<file path="config.mk">
export PLATFORM = sky130hd
export DESIGN_NAME = mem_controller
export DESIGN_NICKNAME = d
export VERILOG_FILES = /design/src/rtl/mem_controller.sv
export SDC_FILE = /design/constraint.sdc
export NUM_CORES = 1
export LEC_CHECK = 0
export CAP_MARGIN = 0
export CORE_AREA = 5 5 140 102
export CTS_CLUSTER_DIAMETER = 40
export DETAILED_ROUTE_END_ITERATION = 8
export DIE_AREA = 0 0 145 107
export PLACE_DENSITY = 0.84
export SYNTH_ARGS = -nofsm -noshare
export SYNTH_HDL_FRONTEND = slang
export SYNTH_SLANG_ARGS = --single-unit
export TNS_END_PERCENT = 30
</file>
<file path="constraint.sdc">
create_clock -name clk -period 3.6 [get_ports clk]
set_clock_uncertainty 0.15 [all_clocks]
set_input_delay 0.72 -clock clk [delete_from_list [all_inputs] [get_ports clk]]
set_output_delay 0.72 -clock clk [all_outputs]
set_load 0.01 [all_outputs]
</file>
<file path="src/rtl/mem_controller.sv">
// Multi-channel memory arbiter: routes per-consumer read/write requests onto
// NUM_CHANNELS external memory ports, each channel running its own relay FSM.
module mem_controller #(
  parameter int DATA_WIDTH    = 16,
  parameter int ADDRESS_WIDTH = 8,
  parameter int NUM_CONSUMERS = 4,
  parameter int NUM_CHANNELS  = 1,
  parameter int WRITE_ENABLE  = 1
) (
  input  logic                                         clk,
  input  logic                                         reset,
  input  logic [NUM_CONSUMERS-1:0]                     consumer_read_valid,
  input  logic [NUM_CONSUMERS-1:0][ADDRESS_WIDTH-1:0]  consumer_read_address,
  output logic [NUM_CONSUMERS-1:0]                     consumer_read_ready,
  output logic [NUM_CONSUMERS-1:0][DATA_WIDTH-1:0]     consumer_read_data,
  input  logic [NUM_CONSUMERS-1:0]                     consumer_write_valid,
  input  logic [NUM_CONSUMERS-1:0][ADDRESS_WIDTH-1:0]  consumer_write_address,
  input  logic [NUM_CONSUMERS-1:0][DATA_WIDTH-1:0]     consumer_write_data,
  output logic [NUM_CONSUMERS-1:0]                     consumer_write_ready,
  output logic [NUM_CHANNELS-1:0]                      mem_read_valid,
  output logic [NUM_CHANNELS-1:0][ADDRESS_WIDTH-1:0]   mem_read_address,
  input  logic [NUM_CHANNELS-1:0]                      mem_read_ready,
  input  logic [NUM_CHANNELS-1:0][DATA_WIDTH-1:0]      mem_read_data,
  output logic [NUM_CHANNELS-1:0]                      mem_write_valid,
  output logic [NUM_CHANNELS-1:0][ADDRESS_WIDTH-1:0]   mem_write_address,
  output logic [NUM_CHANNELS-1:0][DATA_WIDTH-1:0]      mem_write_data,
  input  logic [NUM_CHANNELS-1:0]                      mem_write_ready
);

  localparam int CW = (NUM_CONSUMERS > 1) ? $clog2(NUM_CONSUMERS) : 1;
  localparam bit WR_EN = (WRITE_ENABLE != 32'd0);

  typedef enum logic [2:0] {
    IDLE           = 3'd0,
    READ_WAITING   = 3'd1,
    WRITE_WAITING  = 3'd2,
    READ_RELAYING  = 3'd3,
    WRITE_RELAYING = 3'd4
  } chan_state_e;

  chan_state_e                 state_r      [NUM_CHANNELS];
  chan_state_e                 state_next_s [NUM_CHANNELS];
  logic [CW-1:0]               cons_idx_r      [NUM_CHANNELS];
  logic [CW-1:0]               cons_idx_next_s [NUM_CHANNELS];
  logic [CW-1:0]               pick_idx_s      [NUM_CHANNELS];
  logic [NUM_CHANNELS-1:0]     pick_valid_s, pick_read_s;
  logic [NUM_CONSUMERS-1:0]    claim_r, claim_next_s, req_s;

  logic [NUM_CHANNELS-1:0]                     mem_read_valid_r, mem_read_valid_n;
  logic [NUM_CHANNELS-1:0][ADDRESS_WIDTH-1:0]  mem_read_address_r, mem_read_address_n;
  logic [NUM_CHANNELS-1:0]                     mem_write_valid_r, mem_write_valid_n;
  logic [NUM_CHANNELS-1:0][ADDRESS_WIDTH-1:0]  mem_write_address_r, mem_write_address_n;
  logic [NUM_CHANNELS-1:0][DATA_WIDTH-1:0]     mem_write_data_r, mem_write_data_n;
  logic [NUM_CONSUMERS-1:0]                    consumer_read_ready_r, consumer_read_ready_n;
  logic [NUM_CONSUMERS-1:0][DATA_WIDTH-1:0]    consumer_read_data_r, consumer_read_data_n;
  logic [NUM_CONSUMERS-1:0]                    consumer_write_ready_r, consumer_write_ready_n;

  // Write requests only count toward arbitration when the write path exists.
  assign req_s = consumer_read_valid | (WR_EN ? consumer_write_valid : {NUM_CONSUMERS{1'b0}});

  // Channel pick: ascending channel order, each sees claims taken by lower channels this cycle.
  always_comb begin : pick_comb
    logic [NUM_CONSUMERS-1:0] taken;
    logic                     found, hit, rd;
    logic [CW-1:0]            idx;
    taken = claim_r;
    for (int ch = 0; ch < NUM_CHANNELS; ch++) begin
      found = 1'b0;
      rd    = 1'b0;
      idx   = {CW{1'b0}};
      for (int c = 0; c < NUM_CONSUMERS; c++) begin
        hit      = (state_r[ch] == IDLE) && !found && !taken[c] && req_s[c];
        idx      = hit ? CW'(c) : idx;
        rd       = hit ? consumer_read_valid[c] : rd;
        taken[c] = taken[c] | hit;
        found    = found | hit;
      end
      pick_valid_s[ch] = found;
      pick_read_s[ch]  = rd;
      pick_idx_s[ch]   = idx;
    end
  end

  // State, consumer index and claim mask registers.
  always_ff @(posedge clk) begin
    if (reset) begin
      claim_r <= {NUM_CONSUMERS{1'b0}};
      for (int ch = 0; ch < NUM_CHANNELS; ch++) begin
        state_r[ch]    <= IDLE;
        cons_idx_r[ch] <= {CW{1'b0}};
      end
    end else begin
      claim_r <= claim_next_s;
      for (int ch = 0; ch < NUM_CHANNELS; ch++) begin
        state_r[ch]    <= state_next_s[ch];
        cons_idx_r[ch] <= cons_idx_next_s[ch];
      end
    end
  end

  // Next-state logic per channel, including claim set/release.
  always_comb begin
    claim_next_s = claim_r;
    for (int ch = 0; ch < NUM_CHANNELS; ch++) begin
      state_next_s[ch]    = state_r[ch];
      cons_idx_next_s[ch] = cons_idx_r[ch];
      case (state_r[ch])
        IDLE: begin
          if (pick_valid_s[ch]) begin
            state_next_s[ch]               = pick_read_s[ch] ? READ_WAITING : WRITE_WAITING;
            cons_idx_next_s[ch]            = pick_idx_s[ch];
            claim_next_s[pick_idx_s[ch]]   = 1'b1;
          end else begin
            state_next_s[ch] = IDLE;
          end
        end
        READ_WAITING:  state_next_s[ch] = mem_read_ready[ch]  ? READ_RELAYING  : READ_WAITING;
        WRITE_WAITING: state_next_s[ch] = mem_write_ready[ch] ? WRITE_RELAYING : WRITE_WAITING;
        READ_RELAYING: begin
          if (!consumer_read_valid[cons_idx_r[ch]]) begin
            state_next_s[ch]             = IDLE;
            claim_next_s[cons_idx_r[ch]] = 1'b0;
          end else begin
            state_next_s[ch] = READ_RELAYING;
          end
        end
        WRITE_RELAYING: begin
          if (!consumer_write_valid[cons_idx_r[ch]]) begin
            state_next_s[ch]             = IDLE;
            claim_next_s[cons_idx_r[ch]] = 1'b0;
          end else begin
            state_next_s[ch] = WRITE_RELAYING;
          end
        end
        default: state_next_s[ch] = IDLE;
      endcase
    end
  end

  // Next values of the registered outputs; unchanged fields hold their value.
  always_comb begin
    mem_read_valid_n       = mem_read_valid_r;
    mem_read_address_n     = mem_read_address_r;
    mem_write_valid_n      = mem_write_valid_r;
    mem_write_address_n    = mem_write_address_r;
    mem_write_data_n       = mem_write_data_r;
    consumer_read_ready_n  = consumer_read_ready_r;
    consumer_read_data_n   = consumer_read_data_r;
    consumer_write_ready_n = consumer_write_ready_r;
    for (int ch = 0; ch < NUM_CHANNELS; ch++) begin
      case (state_r[ch])
        IDLE: begin
          if (pick_valid_s[ch] && pick_read_s[ch]) begin
            mem_read_valid_n[ch]   = 1'b1;
            mem_read_address_n[ch] = consumer_read_address[pick_idx_s[ch]];
          end else if (pick_valid_s[ch] && WR_EN) begin
            mem_write_valid_n[ch]   = 1'b1;
            mem_write_address_n[ch] = consumer_write_address[pick_idx_s[ch]];
            mem_write_data_n[ch]    = consumer_write_data[pick_idx_s[ch]];
          end else begin
            mem_read_valid_n[ch] = mem_read_valid_r[ch];
          end
        end
        READ_WAITING: begin
          if (mem_read_ready[ch]) begin
            mem_read_valid_n[ch]                     = 1'b0;
            consumer_read_ready_n[cons_idx_r[ch]]    = 1'b1;
            consumer_read_data_n[cons_idx_r[ch]]     = mem_read_data[ch];
          end else begin
            mem_read_valid_n[ch] = mem_read_valid_r[ch];
          end
        end
        WRITE_WAITING: begin
          if (mem_write_ready[ch]) begin
            mem_write_valid_n[ch]                  = 1'b0;
            consumer_write_ready_n[cons_idx_r[ch]] = 1'b1;
          end else begin
            mem_write_valid_n[ch] = mem_write_valid_r[ch];
          end
        end
        READ_RELAYING: begin
          if (!consumer_read_valid[cons_idx_r[ch]]) begin
            consumer_read_ready_n[cons_idx_r[ch]] = 1'b0;
          end else begin
            consumer_read_ready_n[cons_idx_r[ch]] = consumer_read_ready_r[cons_idx_r[ch]];
          end
        end
        WRITE_RELAYING: begin
          if (!consumer_write_valid[cons_idx_r[ch]]) begin
            consumer_write_ready_n[cons_idx_r[ch]] = 1'b0;
          end else begin
            consumer_write_ready_n[cons_idx_r[ch]] = consumer_write_ready_r[cons_idx_r[ch]];
          end
        end
        default: mem_read_valid_n[ch] = mem_read_valid_r[ch];
      endcase
    end
  end

  // Output registers.
  always_ff @(posedge clk) begin
    if (reset) begin
      mem_read_valid_r       <= {NUM_CHANNELS{1'b0}};
      mem_read_address_r     <= {(NUM_CHANNELS*ADDRESS_WIDTH){1'b0}};
      mem_write_valid_r      <= {NUM_CHANNELS{1'b0}};
      mem_write_address_r    <= {(NUM_CHANNELS*ADDRESS_WIDTH){1'b0}};
      mem_write_data_r       <= {(NUM_CHANNELS*DATA_WIDTH){1'b0}};
      consumer_read_ready_r  <= {NUM_CONSUMERS{1'b0}};
      consumer_read_data_r   <= {(NUM_CONSUMERS*DATA_WIDTH){1'b0}};
      consumer_write_ready_r <= {NUM_CONSUMERS{1'b0}};
    end else begin
      mem_read_valid_r       <= mem_read_valid_n;
      mem_read_address_r     <= mem_read_address_n;
      mem_write_valid_r      <= mem_write_valid_n;
      mem_write_address_r    <= mem_write_address_n;
      mem_write_data_r       <= mem_write_data_n;
      consumer_read_ready_r  <= consumer_read_ready_n;
      consumer_read_data_r   <= consumer_read_data_n;
      consumer_write_ready_r <= consumer_write_ready_n;
    end
  end

  assign mem_read_valid       = mem_read_valid_r;
  assign mem_read_address     = mem_read_address_r;
  assign mem_write_valid      = mem_write_valid_r;
  assign mem_write_address    = mem_write_address_r;
  assign mem_write_data       = mem_write_data_r;
  assign consumer_read_ready  = consumer_read_ready_r;
  assign consumer_read_data   = consumer_read_data_r;
  assign consumer_write_ready = consumer_write_ready_r;

endmodule

</file>
## Word level (Yosys, flattened, before mapping)

Memories as Yosys holds them, arrays and structs flattened.
Cells that the tools add are included.

- Flip-flop bits (word level): 110
- RAM bits: 5
- Memories kept: 2
- Output and inout port bits: 106

Memories:

| name | words | width | rd ports | clocked after Yosys merged registers in | wr ports | line | source |
|---|---|---|---|---|---|---|---|
| state_r | 1 | 3 | 1 | 0 | 1 | 41 | `chan_state_e state_r [NUM_CHANNELS];` |
| cons_idx_r | 1 | 2 | 1 | 0 | 1 | 43 | `logic [CW-1:0] cons_idx_r [NUM_CHANNELS];` |

- Bitwise logic cells: 12
- Muxes and demuxes: 63
- Reduce and logical (&&, ||, !) cells: 37
- Eq/ne operators: 11
- $lt $le $gt $ge: 4

Operators by type and width:

| cell | number |
|---|---|
| bitwise mux 64 bit | 1 |
| binary-select mux 16 bit (select 2 bit) | 1 |
| binary-select mux 8 bit (select 2 bit) | 2 |
| demux 16 bit (select 2 bit) | 1 |
| two-way mux 16 bit | 2 |
| two-way mux 4 bit | 7 |
| two-way mux 1 bit | 21 |
| two-way mux 2 bit | 9 |
| two-way mux 8 bit | 2 |
| bitwise OR 4 bit | 4 |
| one-hot mux 4 bit (2 select lines) | 2 |
| one-hot mux 3 bit (5 select lines) | 1 |
| logical AND 1 bit | 14 |
| bitwise AND 4 bit | 3 |
| inequality test 2 bit, second input constant | 6 |
| one-hot mux 4 bit (3 select lines) | 1 |
| two-way mux 3 bit | 3 |
| binary-select mux 1 bit (select 2 bit) | 4 |
| bitwise mux 4 bit | 2 |
| AND reduction 2 bit | 4 |
| AND reduction 4 bit | 2 |
| nonzero test 2 bit | 4 |
| zero test 1 bit | 7 |
| equality test 3 x 2 -> 1 bit, second input constant | 2 |
| 15 further kinds | 22 |

## Longest topological paths before layout

Gate-level depths: netlist of the first run.
An unclocked memory read counts as a cell.

- Word-level depth: 26
- Depth in mapped cells: 8
- Gate-level depth less buffers: 5

## Worst setup path after synthesis of the first run

No wires, ideal clock.

- Kind: input to register
- Start point: in consumer_read_valid[0]
- End point: reg mem_write_valid_r, in the netlist mem_write_valid
- Data required time: 3.331 ns
- Slack: 1.268 ns
- Stages: 8
- Data arrival time: 2.063 ns
- Path through: o21ba_1 buf_6 o32ai_2 o21ai_2 and2_1 buf_6 buf_6 o221a_1

- Longest elaborated chain between the ends: 20
- Elaborated cells on any way between the ends: 25

RTL lines:

| item | line | source |
|---|---|---|
| start, declared | 12 | `input logic [NUM_CONSUMERS-1:0] consumer_read_valid,` |
| bitwise OR 4 bit | 59 | `assign req_s = consumer_read_valid \| (WR_EN ? consumer_write_valid : {NUM_CONSUMERS{1'b0}});` |
| logical AND 1 bit | 72 | `hit = (state_r[ch] == IDLE) && !found && !taken[c] && req_s[c];` |
| zero test 1 bit | 72 |  |
| logical AND 1 bit (3 in series) | 72 |  |
| bitwise OR 1 bit | 76 | `found = found \| hit;` |
| zero test 1 bit | 72 |  |
| logical AND 1 bit (3 in series) | 72 |  |
| bitwise OR 1 bit | 76 |  |
| zero test 1 bit | 72 |  |
| logical AND 1 bit (3 in series) | 72 |  |
| bitwise OR 1 bit / two-way mux 1 bit (equally long branches) | 76, 74 |  |
| logical AND 1 bit | 153 | `if (pick_valid_s[ch] && pick_read_s[ch]) begin` |
| inequality test 2 bit (no source line) | - |  |
| AND reduction 4 bit (no source line) (*) | - |  |
| end signal, assigned | 205 | `mem_write_valid_r <= {NUM_CHANNELS{1'b0}};` |
| end signal, assigned | 214 | `mem_write_valid_r <= mem_write_valid_n;` |
| end, declared | 51 | `logic [NUM_CHANNELS-1:0] mem_write_valid_r, mem_write_valid_n;` |

Every way passes the cells marked *; elsewhere a longest branch is shown, timed or not.
A chain may end at the register's enable or synchronous reset.

## Final worst setup path of the first run

- Start point: in consumer_read_valid[0]
- End point: reg mem_write_data_r (netlist bit mem_write_data[12])

- Longest elaborated chain between the ends: 20
- Elaborated cells on any way between the ends: 29

RTL lines:

| item | line | source |
|---|---|---|
| parallel branches: the longest is 20 deep, another holds bitwise OR 4 bit | - |  |
| end signal, assigned | 207 | `mem_write_data_r <= {(NUM_CHANNELS*DATA_WIDTH){1'b0}};` |
| end signal, assigned | 216 | `mem_write_data_r <= mem_write_data_n;` |
| end, declared | 53 | `logic [NUM_CHANNELS-1:0][DATA_WIDTH-1:0] mem_write_data_r, mem_write_data_n;` |

Several ways; the timed one is not identified. The select of a mux whose other input is x is not followed.

==> metrics.txt, run 1 <==
outcome finished, final reports clean; Yosys warnings 0; HPWL after DPL 15600 µm; Leak 3.01 nW; # fillers 1042; Final Hold Vio Count 0; Fin Setup TNS 0 ps; Distinct cells, synth 49; Congestion Overflow GR 0; TritonCTS Buffers 17; WP data required 3790 ps; # rows 35; H-tree depth 4; Synthesized Nets 839; Area Overhead vs Synth 59.9%; I/O pin count 262; Synth top area share 0.420; FF+latch count, synth 115; fmax 0.323 GHz; critical path's largest stage delay 870 ps; Clock Root Buffer clkbuf_16; crit path DAT 3290 ps; critical path class in2reg; via count of the routed design 6322; WHS 303 ps; max cap viols 0; syn_area_per_cell 8.02 µm²; NumNets Final 1078; Final Critical Period 3090 ps; Total Wirelength 21900 µm; Routability Congestion 0.911; DR DRC count 0; Worst Tran Pin Value 1130 ps; worst skew pair latency 410 ps; CTS resizes 0; Cells after Synth 683; Longest Clk Path Bufs 2; peak supply drop 0.413 mV; Max-slew headroom 0.245; WL/cell 19.8 µm; final setup fails 0; Die X 145 µm; cts hold-fix bufs 0; vias in the first global route 6038; # port buffers 261; worst-path cell chain clkdlybuf4s50_1 > o21ba_1 > a21oi_1 > a31oi_2 > and2_1 > o221a_1; leading area contributor after synthesis dfxtp_1; top cells by area, synth dfxtp_1 42%, a21oi_1 11%, nand2_1 10%; RSZ-0062 raised after global routing false; clock sinks 115; sequential element share of the synthesized area 0.420; CP Capture Type flip-flop; Placed Instances 1069; first-pass GRT wire length 33400 µm; First-pass DRT Iterations 5; Max Slew Vio Count 0; effective utilization at floorplan 0.427; Syn Std Cell Area 5480 µm²; number of vias per cell 5.74; CTS clk-pin slew, worst paths 60 ps; Main synth FF type dfxtp_1; Die Area 15500 µm²; initial antenna violation count 1; Final ANT Viol Nets 0; TritonCTS clock tree built; share of layout cells above drive strength 1 0.0791; non-filler cells, final 1102; Hold WC Path Type reg2reg; startpoint types input pin; Tcrit/Tclk final 0.859; Post-synth EDFFs 0; largest net degree at the start of global routing 86; Std-Cell Core Area 12800 µm²; power density over the cells 717 nW/µm²; Die Height 107 µm; DRT iter0 DRCs 583; ys async rst share 0; Crit-path slowest cell and2_1; Max FO, Critical Path 25; GRT Total Usage 0.267; Post-CTS Setup Inserts 0
## metrics by stage
step / worst slack, ps / area, µm² / total power, W / utilization
final: 506 / 8760 / 0.00628 / 0.683
after global routing: 424 / 8760 / 0.00657 / 0.683
after CTS: 578 / 8760 / 0.00626 / 0.683
after detailed placement: 165 / 8130 / 0.00444 / 0.634
after global placement: 278 / 8130 / 0.00440 / 0.634
after floorplan: 1270 / 5480 / 0.00342 / -
## kinds of logic (layout without fill, tap and decap cells)
| kind of cell | after synthesis | after routing | synth area share |
|---|---|---|---|
| AND/OR/NAND/NOR | 249 | 249 | 0.204 |
| buffers and inverters | 64 | 316 | 0.0587 |
| other | 0 | 1 | 0 |
| AO/OA/AOI/OAI | 251 | 251 | 0.301 |
| multiplexers | 4 | 4 | 0.0164 |
| flip-flops | 115 | 115 | 0.420 |
## layer usage
| metal | vias up | share of wire | track usage |
|---|---|---|---|
| li1 | 2968 | - | - |
| met1 | 2929 | 0.42 | 0.358 |
| met2 | 373 | 0.45 | 0.414 |
| met3 | 52 | 0.095 | 0.0646 |
| met4 | 0 | 0.029 | 0.105 |
| met5 | - | 0 | 0 |
## critical path: cells and delay by family
| kind | cells | cell delay, ps |
|---|---|---|
| compound gates | 4 | 1140 |
| buf+inv | 1 | 550 |
| simple gates | 1 | 870 |
## placed cells by master, fill, tap and decap left out, types with 5 or more instances in the layout
master	synthesis	routed
clkbuf_16	0	17
nor2_1	14	14
inv_1	8	8
clkdlybuf4s50_1	0	260
o221a_1	20	20
a211oi_1	7	7
a21oi_1	123	123
dfxtp_1	115	115
nand2_1	148	148
o21ai_0	32	32
a22oi_1	26	26
nand3_1	62	62
o22ai_1	7	6
a32o_1	5	5
o221a_2	5	5
buf_4	2	15
## path summary, 6_finish.rpt
path                                         end  cells after the start  slack [ps]                                start
max reg2reg      mem_write_data[12]$_SDFFE_PP0P_                      4         910             state_r[0][0]$_SDFF_PP0_
min reg2reg  consumer_read_data[50]$_SDFFE_PP0P_                      2         300  consumer_read_data[50]$_SDFFE_PP0P_
min          consumer_read_data[50]$_SDFFE_PP0P_                      2         300  consumer_read_data[50]$_SDFFE_PP0P_
max              mem_write_data[12]$_SDFFE_PP0P_                      6         510               consumer_read_valid[0]
## final cells by class
| class | count | area (µm²) | area share |
|---|---|---|---|
| multi-input cells | 504 | 2870 | 0.327 |
| repair buffers | 276 | 2720 | 0.310 |
| flip-flops and latches | 115 | 2300 | 0.263 |
| clock buffers | 17 | 425 | 0.0485 |
| clock inverters | 15 | 208 | 0.0237 |
| well taps | 166 | 208 | 0.0237 |
| inverters | 8 | 30.0 | 0.00343 |
| diodes | 1 | 2.50 | 0.000286 |
## synthesized netlist by cell type (3+ instances only)
library cell	n
a211oi_1	7
a21oi_1	123
a22o_1	3
a22oi_1	26
a311oi_1	3
a32o_1	5
buf_2	14
buf_6	7
clkbuf_1	30
dfxtp_1	115
inv_1	8
mux4_2	4
nand2_1	148
nand2b_1	4
nand3_1	62
nor2_1	14
nor2b_1	3
o21ai_0	32
o21ba_2	3
o21bai_1	4
o221a_1	20
o221a_2	5
o22ai_1	7
o31ai_1	4
## state kept, by name (all words and copies together) (netlist names)
register	count
consumer_read_ready	4
state_r	3
mem_write_valid	1
mem_write_address	8
consumer_read_data	64
cons_idx_r	2
mem_write_data	16
mem_read_valid	1
consumer_write_ready	4
mem_read_address	8
claim_r	4
## report_power, final
part | internal (W) | total, W | leakage (nW) | switching [W]
clock network | 0.00116 | 0.00180 | 0.296 | 0.000636
logic | 0.00117 | 0.00270 | 1.78 | 0.00153
registers | 0.00154 | 0.00178 | 0.935 | 0.000238
Power figures use the tool's default switching activity.
==> inputs of run 2 (changes only) <==
--- a/config.mk
+++ b/config.mk
@@ -6,11 +6,12 @@
 export NUM_CORES = 1
 export LEC_CHECK = 0
 export CAP_MARGIN = 0
-export CORE_AREA = 5 5 140 102
+export CORE_AREA = 5 5 138 101
 export CTS_CLUSTER_DIAMETER = 40
 export DETAILED_ROUTE_END_ITERATION = 8
-export DIE_AREA = 0 0 145 107
-export PLACE_DENSITY = 0.84
+export DIE_AREA = 0 0 143 106
+export DONT_BUFFER_PORTS = 1
+export PLACE_DENSITY_LB_ADDON = 0.3
 export SYNTH_ARGS = -nofsm -noshare
 export SYNTH_HDL_FRONTEND = slang
 export SYNTH_SLANG_ARGS = --single-unit
==> run 2 against run 1 <==
Against the previous run:
- core utilization shrank 20 points
- power is 12% lower
- register-to-register slack got worse by 60 ps
- sequential share of layout area is 11 points higher
- die area decreased by 2.3%
- largest cell class unchanged
==> metrics.txt, run 2 (same netlist as run 1, synthesis figures left out) <==
Final ANT Viol Nets 0 (unchanged); Hold Path Stages 1 (-1); Die X 143 µm (-1.4%); Area Overhead vs Synth 11.5%; Place WS 820 ps (+654 ps); Total Wirelength 18200 µm (-17%); number of vias per cell 6.30 (+9.8%); Worst R2R Path Depth 5 (+1); Final Hold Vio Count 0 (unchanged); RSZ-0062 raised after global routing false; NumNets Final 815 (-24%); initial antenna violation count 0 (-1); antenna diode count 0 (-1); vias in the first global route 5150 (-15%); most frequent cells in the layout 148 x nand2_1, 123 x a21oi_1, 115 x dfxtp_1, 62 x nand3_1, 32 x o21ai_0; effective utilization at floorplan 0.433 (+0.00591); Clock Root Buffer clkbuf_16; Hold WC Path Type in2reg; R2R Path Start state_r[0][0]$_SDFF_PP0_; largest net degree at the start of global routing 87 (+1.2%); H-tree depth 4 (unchanged); DR DRC count 0 (unchanged); power density over the cells 906 nW/µm² (+26%); Max Slew Vio Count 0 (unchanged); # port buffers 0 (-100%); Tcrit/Tclk final 0.765 (-0.0944); First-pass DRT Iterations 5 (unchanged); Leak 2.03 nW (-33%); Max FO, Critical Path 24 (-4.0%); outcome finished, final reports clean; via count of the routed design 5278 (-17%); Std-Cell Core Area 12700 µm² (-1.4%); Largest register FFs 64 (unchanged); Final Critical Period 2750 ps (-340 ps); Routability Congestion 0.826 (-9.3%); Multi-input gate area 2870 µm² (+0.17%); Post-CTS Setup Inserts 0 (unchanged); Congestion Overflow GR 0 (unchanged); # fillers 1207 (+16%); CP Capture Type flip-flop; worst skew pair latency 400 ps (about the same); final setup fails 0 (unchanged); max cap viols 0 (unchanged); post-route worst setup slack 846 ps (+340 ps); fmax 0.363 GHz (+12%); startpoint types flip-flop; Longest Clk Path Bufs 2 (unchanged); Die Height 106 µm (-0.93%); Die Area 15200 µm² (-2.3%); # rows 35 (unchanged); CTS resizes 0 (unchanged); first-pass GRT wire length 28000 µm (-16%); final core occ 0.483 (-0.200); CTS clk-pin slew, worst paths 60 ps (about the same); DRT iter0 DRCs 436 (-25%); critical path class reg2reg; Fin Setup TNS 0 ps (unchanged); I/O pin count 262 (unchanged); FF+latch area 2300 µm² (unchanged); Worst Tran Pin Value 1020 ps (-115 ps); min-delay src reset; commonest non-fill, non-tap cell in the layout nand2_1; TritonCTS clock tree built; HPWL after DPL 13300 µm (-15%); TritonCTS Buffers 17 (unchanged); clock sinks 115 (unchanged); WP data required 3790 ps (about the same); Max-slew headroom 0.318 (+0.0729); GRT Total Usage 0.231 (-0.0358); cts hold-fix bufs 0 (unchanged); share of layout cells above drive strength 1 0.107 (+0.0280); peak supply drop 0.455 mV (+10%); Critical Path Source state_r[0][0]$_SDFF_PP0_; crit path DAT 2950 ps (-340 ps); WL/cell 21.7 µm (+9.2%)
## run 2: area by class of cell
| class | count | area share |
|---|---|---|
| multi-input combinational | 504 | 0.470 |
| sequential | 115 | 0.377 |
| clock buffer | 17 | 0.0696 |
| tap | 166 | 0.0340 |
| clock inverter | 15 | 0.0283 |
| timing repair buffer | 13 | 0.0160 |
| inverter | 8 | 0.00492 |
## run 2: report_power, final
part | internal (W) | switching (W)
registers | 0.00154 | 0.000398
clock network | 0.00104 | 0.000647
logic | 0.000690 | 0.00122
## run 2: critical path: stages (launching register included)
cell and delay (ps):
dfxtp_1 440, nor3_4 540, buf_4 260, nand3_1 660, a21oi_1 410, o221a_2 240
## run 2: per-stage QoR
step	hold slack, ps	std cells	total power (W)	cell area [µm²]
2_1_floorplan	316	683	0.00342	5480
6_report	239	838	0.00554	6110
3_5_place_dp	340	806	0.00385	5510
3_3_place_gp	338	806	0.00378	5510
4_1_cts	218	838	0.00555	6110
5_1_grt	221	838	0.00588	6110
## run 2: worst paths after layout
| path | end | slack [ps] |
|---|---|---|
| max | mem_write_data[1]$_SDFFE_PP0P_ | 850 |
| min | consumer_read_data[48]$_SDFFE_PP0P_ | 240 |
| max reg2reg | mem_write_data[1]$_SDFFE_PP0P_ | 850 |
| min reg2reg | consumer_read_data[47]$_SDFFE_PP0P_ | 350 |
## run 2: per-layer routing
layer | global-route usage | wire, µm | up-vias
met5 | 0 | 0 | -
met4 | 0.0611 | 214 | 0
met3 | 0.0985 | 2190 | 20
met2 | 0.353 | 8300 | 277
met1 | 0.300 | 7450 | 2549
li1 | - | - | 2432
==> inputs of run 3 (changes only) <==
==> constraint.sdc (replaced) <==
create_clock -name clk -period 2.5 [get_ports clk]
set_clock_uncertainty 0.15 [all_clocks]
set_input_delay 0.5 -clock clk [delete_from_list [all_inputs] [get_ports clk]]
set_output_delay 0.5 -clock clk [all_outputs]
set_load 0.01 [all_outputs]
==> run 3 against run 2 <==
Against the previous run:
- via count is 0.19% higher
- combinational power is 53% higher
- sequential cell count stayed put
- clock power is 51% higher
- routed wire length is 2.4% higher
- hold slack worse by 210 ps
- global-route usage is 0.71 points higher
- die area stayed put
- sequential share of layout area is 1.1 points lower
- maximum frequency is 20% higher
- sequential power is 43% higher
==> metrics.txt, run 3 (same netlist as run 1, synthesis figures left out) <==
startpoint types flip-flop; Max-slew headroom 0.550 (+0.232); via count of the routed design 5288 (+0.19%); Int Power 0.00492 W (+50%); Comb pwr share 0.355 (+0.010); initial antenna violation count 0 (unchanged); Clock Power Share 0.309 (+0.004); HPWL after DPL 13300 µm (about the same); DRT iter0 DRCs 486 (+11%); Longest Clk Path Bufs 2 (unchanged); CTS resizes 0 (unchanged); First-pass DRT Iterations 6 (+1); GRT Total Usage 0.238 (+0.00714); # port buffers 0 (unchanged); first-pass GRT wire length 28400 µm (+1.2%); # rows 35 (unchanged); CP Capture Type flip-flop; Design Power 0.00826 W (+49%); switching power total 0.00334 W (+48%); Congestion Overflow GR 0 (unchanged); Total Wirelength 18600 µm (+2.4%); NumNets Final 831 (+2.0%); Tcrit/Tclk final 0.921 (+0.156); Crit-path slowest cell dfxtp_1; TritonCTS clock tree built; M3 GR Usage 0.0823 (-0.0162); DR DRC count 0 (unchanged); Final Critical Period 2300 ps (-453 ps); Largest register FFs 64 (unchanged); largest net degree at the start of global routing 78 (-10%); max cap viols 0 (unchanged); Final ANT Viol Nets 0 (unchanged); Die Area 15200 µm² (unchanged); WL/cell 21.8 µm (+0.52%); peak supply drop 0.589 mV (+29%); Clock Root Buffer clkbuf_16; Cell Area, Placed 5620 µm² (+2.0%); Flop pwr share 0.335 (-0.015); critical path's largest stage delay 590 ps (-70 ps); Most Crowded Layer GR met2; Die X 143 µm (unchanged); Design Area, Final 6290 µm² (+2.9%); Std-Cell Core Area 12700 µm² (unchanged); antenna diode count 0 (unchanged); grt met2 use 0.353 (unchanged); H-tree depth 4 (unchanged); share of layout cells above drive strength 1 0.125 (+0.0179); Max FO, Critical Path 30 (+25%); TritonCTS Buffers 17 (unchanged); switch share 0.405 (-0.00419); Worst Tran Pin Value 673 ps (-345 ps); RSZ-0062 raised after global routing false; number of vias per cell 6.19 (-1.7%); clock sinks 115 (unchanged); crit path DAT 2440 ps (-510 ps); vias in the first global route 5208 (+1.1%); commonest non-fill, non-tap cell in the layout nand2_1; Fin Setup TNS 0 ps (unchanged); worst-path cell chain or3_4 > nor3_4 > buf_4 > a22o_1 > a311oi_1 > a21oi_1; worst skew pair latency 400 ps (about the same); Max Slew Vio Count 0 (unchanged); most frequent cells in the layout 148 x nand2_1, 123 x a21oi_1, 115 x dfxtp_1, 62 x nand3_1, 32 x o21ai_0; critical path class reg2reg; power density over the cells 1310 nW/µm² (+45%); outcome finished, final reports clean; Hold WC Path Type in2reg; Final Hold Vio Count 0 (unchanged); fmax 0.434 GHz (+20%); WP data required 2640 ps (-1150 ps); CTS clk-pin slew, worst paths 60 ps (about the same); final setup fails 0 (unchanged); met1 GRT Util 0.322 (+0.0221); effective utilization at floorplan 0.433 (unchanged); Area Overhead vs Synth 14.8%; WHS 30.2 ps (-209 ps); I/O pin count 262 (unchanged); Routability Congestion 0.839 (+1.5%); Leak 2.13 nW (+4.9%); Die Height 106 µm (unchanged)
-- run 3: changes by cell type in the layout (fill, tap and decap cells not counted) --
| cell | change |
|---|---|
| buf_4 | +12 |
| dlygate4sd3_1 | +2 |
| inv_6 | +2 |
| buf_12 | +1 |
| buf_16 | +1 |
| bufinv_16 | +1 |
| clkinv_2 | -1 |
| clkinv_4 | -1 |
| inv_8 | -1 |
-- run 3: metrics by stage --
stage | instances | worst slack, ps | utilization
after floorplan | 683 | 388 | -
after global routing | 854 | 59.9 | 0.497
final | 854 | 198 | 0.497
after global placement | 819 | 319 | 0.444
after CTS | 853 | 244 | 0.496
after detailed placement | 819 | 225 | 0.444
-- run 3: power groups by stage --
stage | combinational, W | clock (W) | sequential, W
after floorplan | 0.00232 | 0 | 0.00261
after global placement | 0.00273 | 0 | 0.00280
after detailed placement | 0.00285 | 0 | 0.00282
after CTS | 0.00289 | 0.00260 | 0.00278
after global routing | 0.00324 | 0.00270 | 0.00282
final | 0.00293 | 0.00256 | 0.00277
-- run 3: repair_timing --
action / in CTS / in global routing
hold buffers: 2 / 1
setup buffers: 0 / 0
setup endpoints to repair: 0 / 0
hold endpoints to repair: 77 / 1
-- run 3: layout make-up --
| cell class | instances | area [µm²] |
|---|---|---|
| clock buffer | 17 | 425 |
| clock inverter | 15 | 195 |
| fill | 1194 | 6370 |
| inverter | 8 | 30.0 |
| multi-input combinational | 504 | 2870 |
| sequential | 115 | 2300 |
| tap | 166 | 208 |
| timing repair buffer | 29 | 255 |
-- run 3: worst paths after layout --
| path | from | endpoint | slack [ps] | depth (start not counted) |
|---|---|---|---|---|
| setup / recovery | state_r[0][0]$_SDFF_PP0_ | mem_read_address[5]$_SDFFE_PP0P_ | 200 | 6 |
| hold / removal | reset | cons_idx_r[0][1]$_SDFFE_PP0P_ | 30 | 1 |
| setup reg to reg | state_r[0][0]$_SDFF_PP0_ | mem_read_address[5]$_SDFFE_PP0P_ | 200 | 6 |
| hold reg to reg | consumer_read_data[48]$_SDFFE_PP0P_ | consumer_read_data[48]$_SDFFE_PP0P_ | 350 | 2 |
-- run 3: critical path, delay by kind of cell (launching register included) --
family | cells | cell delay, ps
flip-flops | 1 | 590
AO/OA/AOI/OAI | 3 | 650
AND/OR/NAND/NOR | 2 | 520
buffers and inverters | 1 | 260
-- run 3: layer usage --
metal | routed length [µm] | part of all wire | vias to the layer above
li1 | - | - | 2470
met1 | 8010 | 0.43 | 2535
met2 | 8510 | 0.46 | 265
met3 | 1800 | 0.097 | 18
met4 | 275 | 0.015 | 0
met5 | 0 | 0 | -
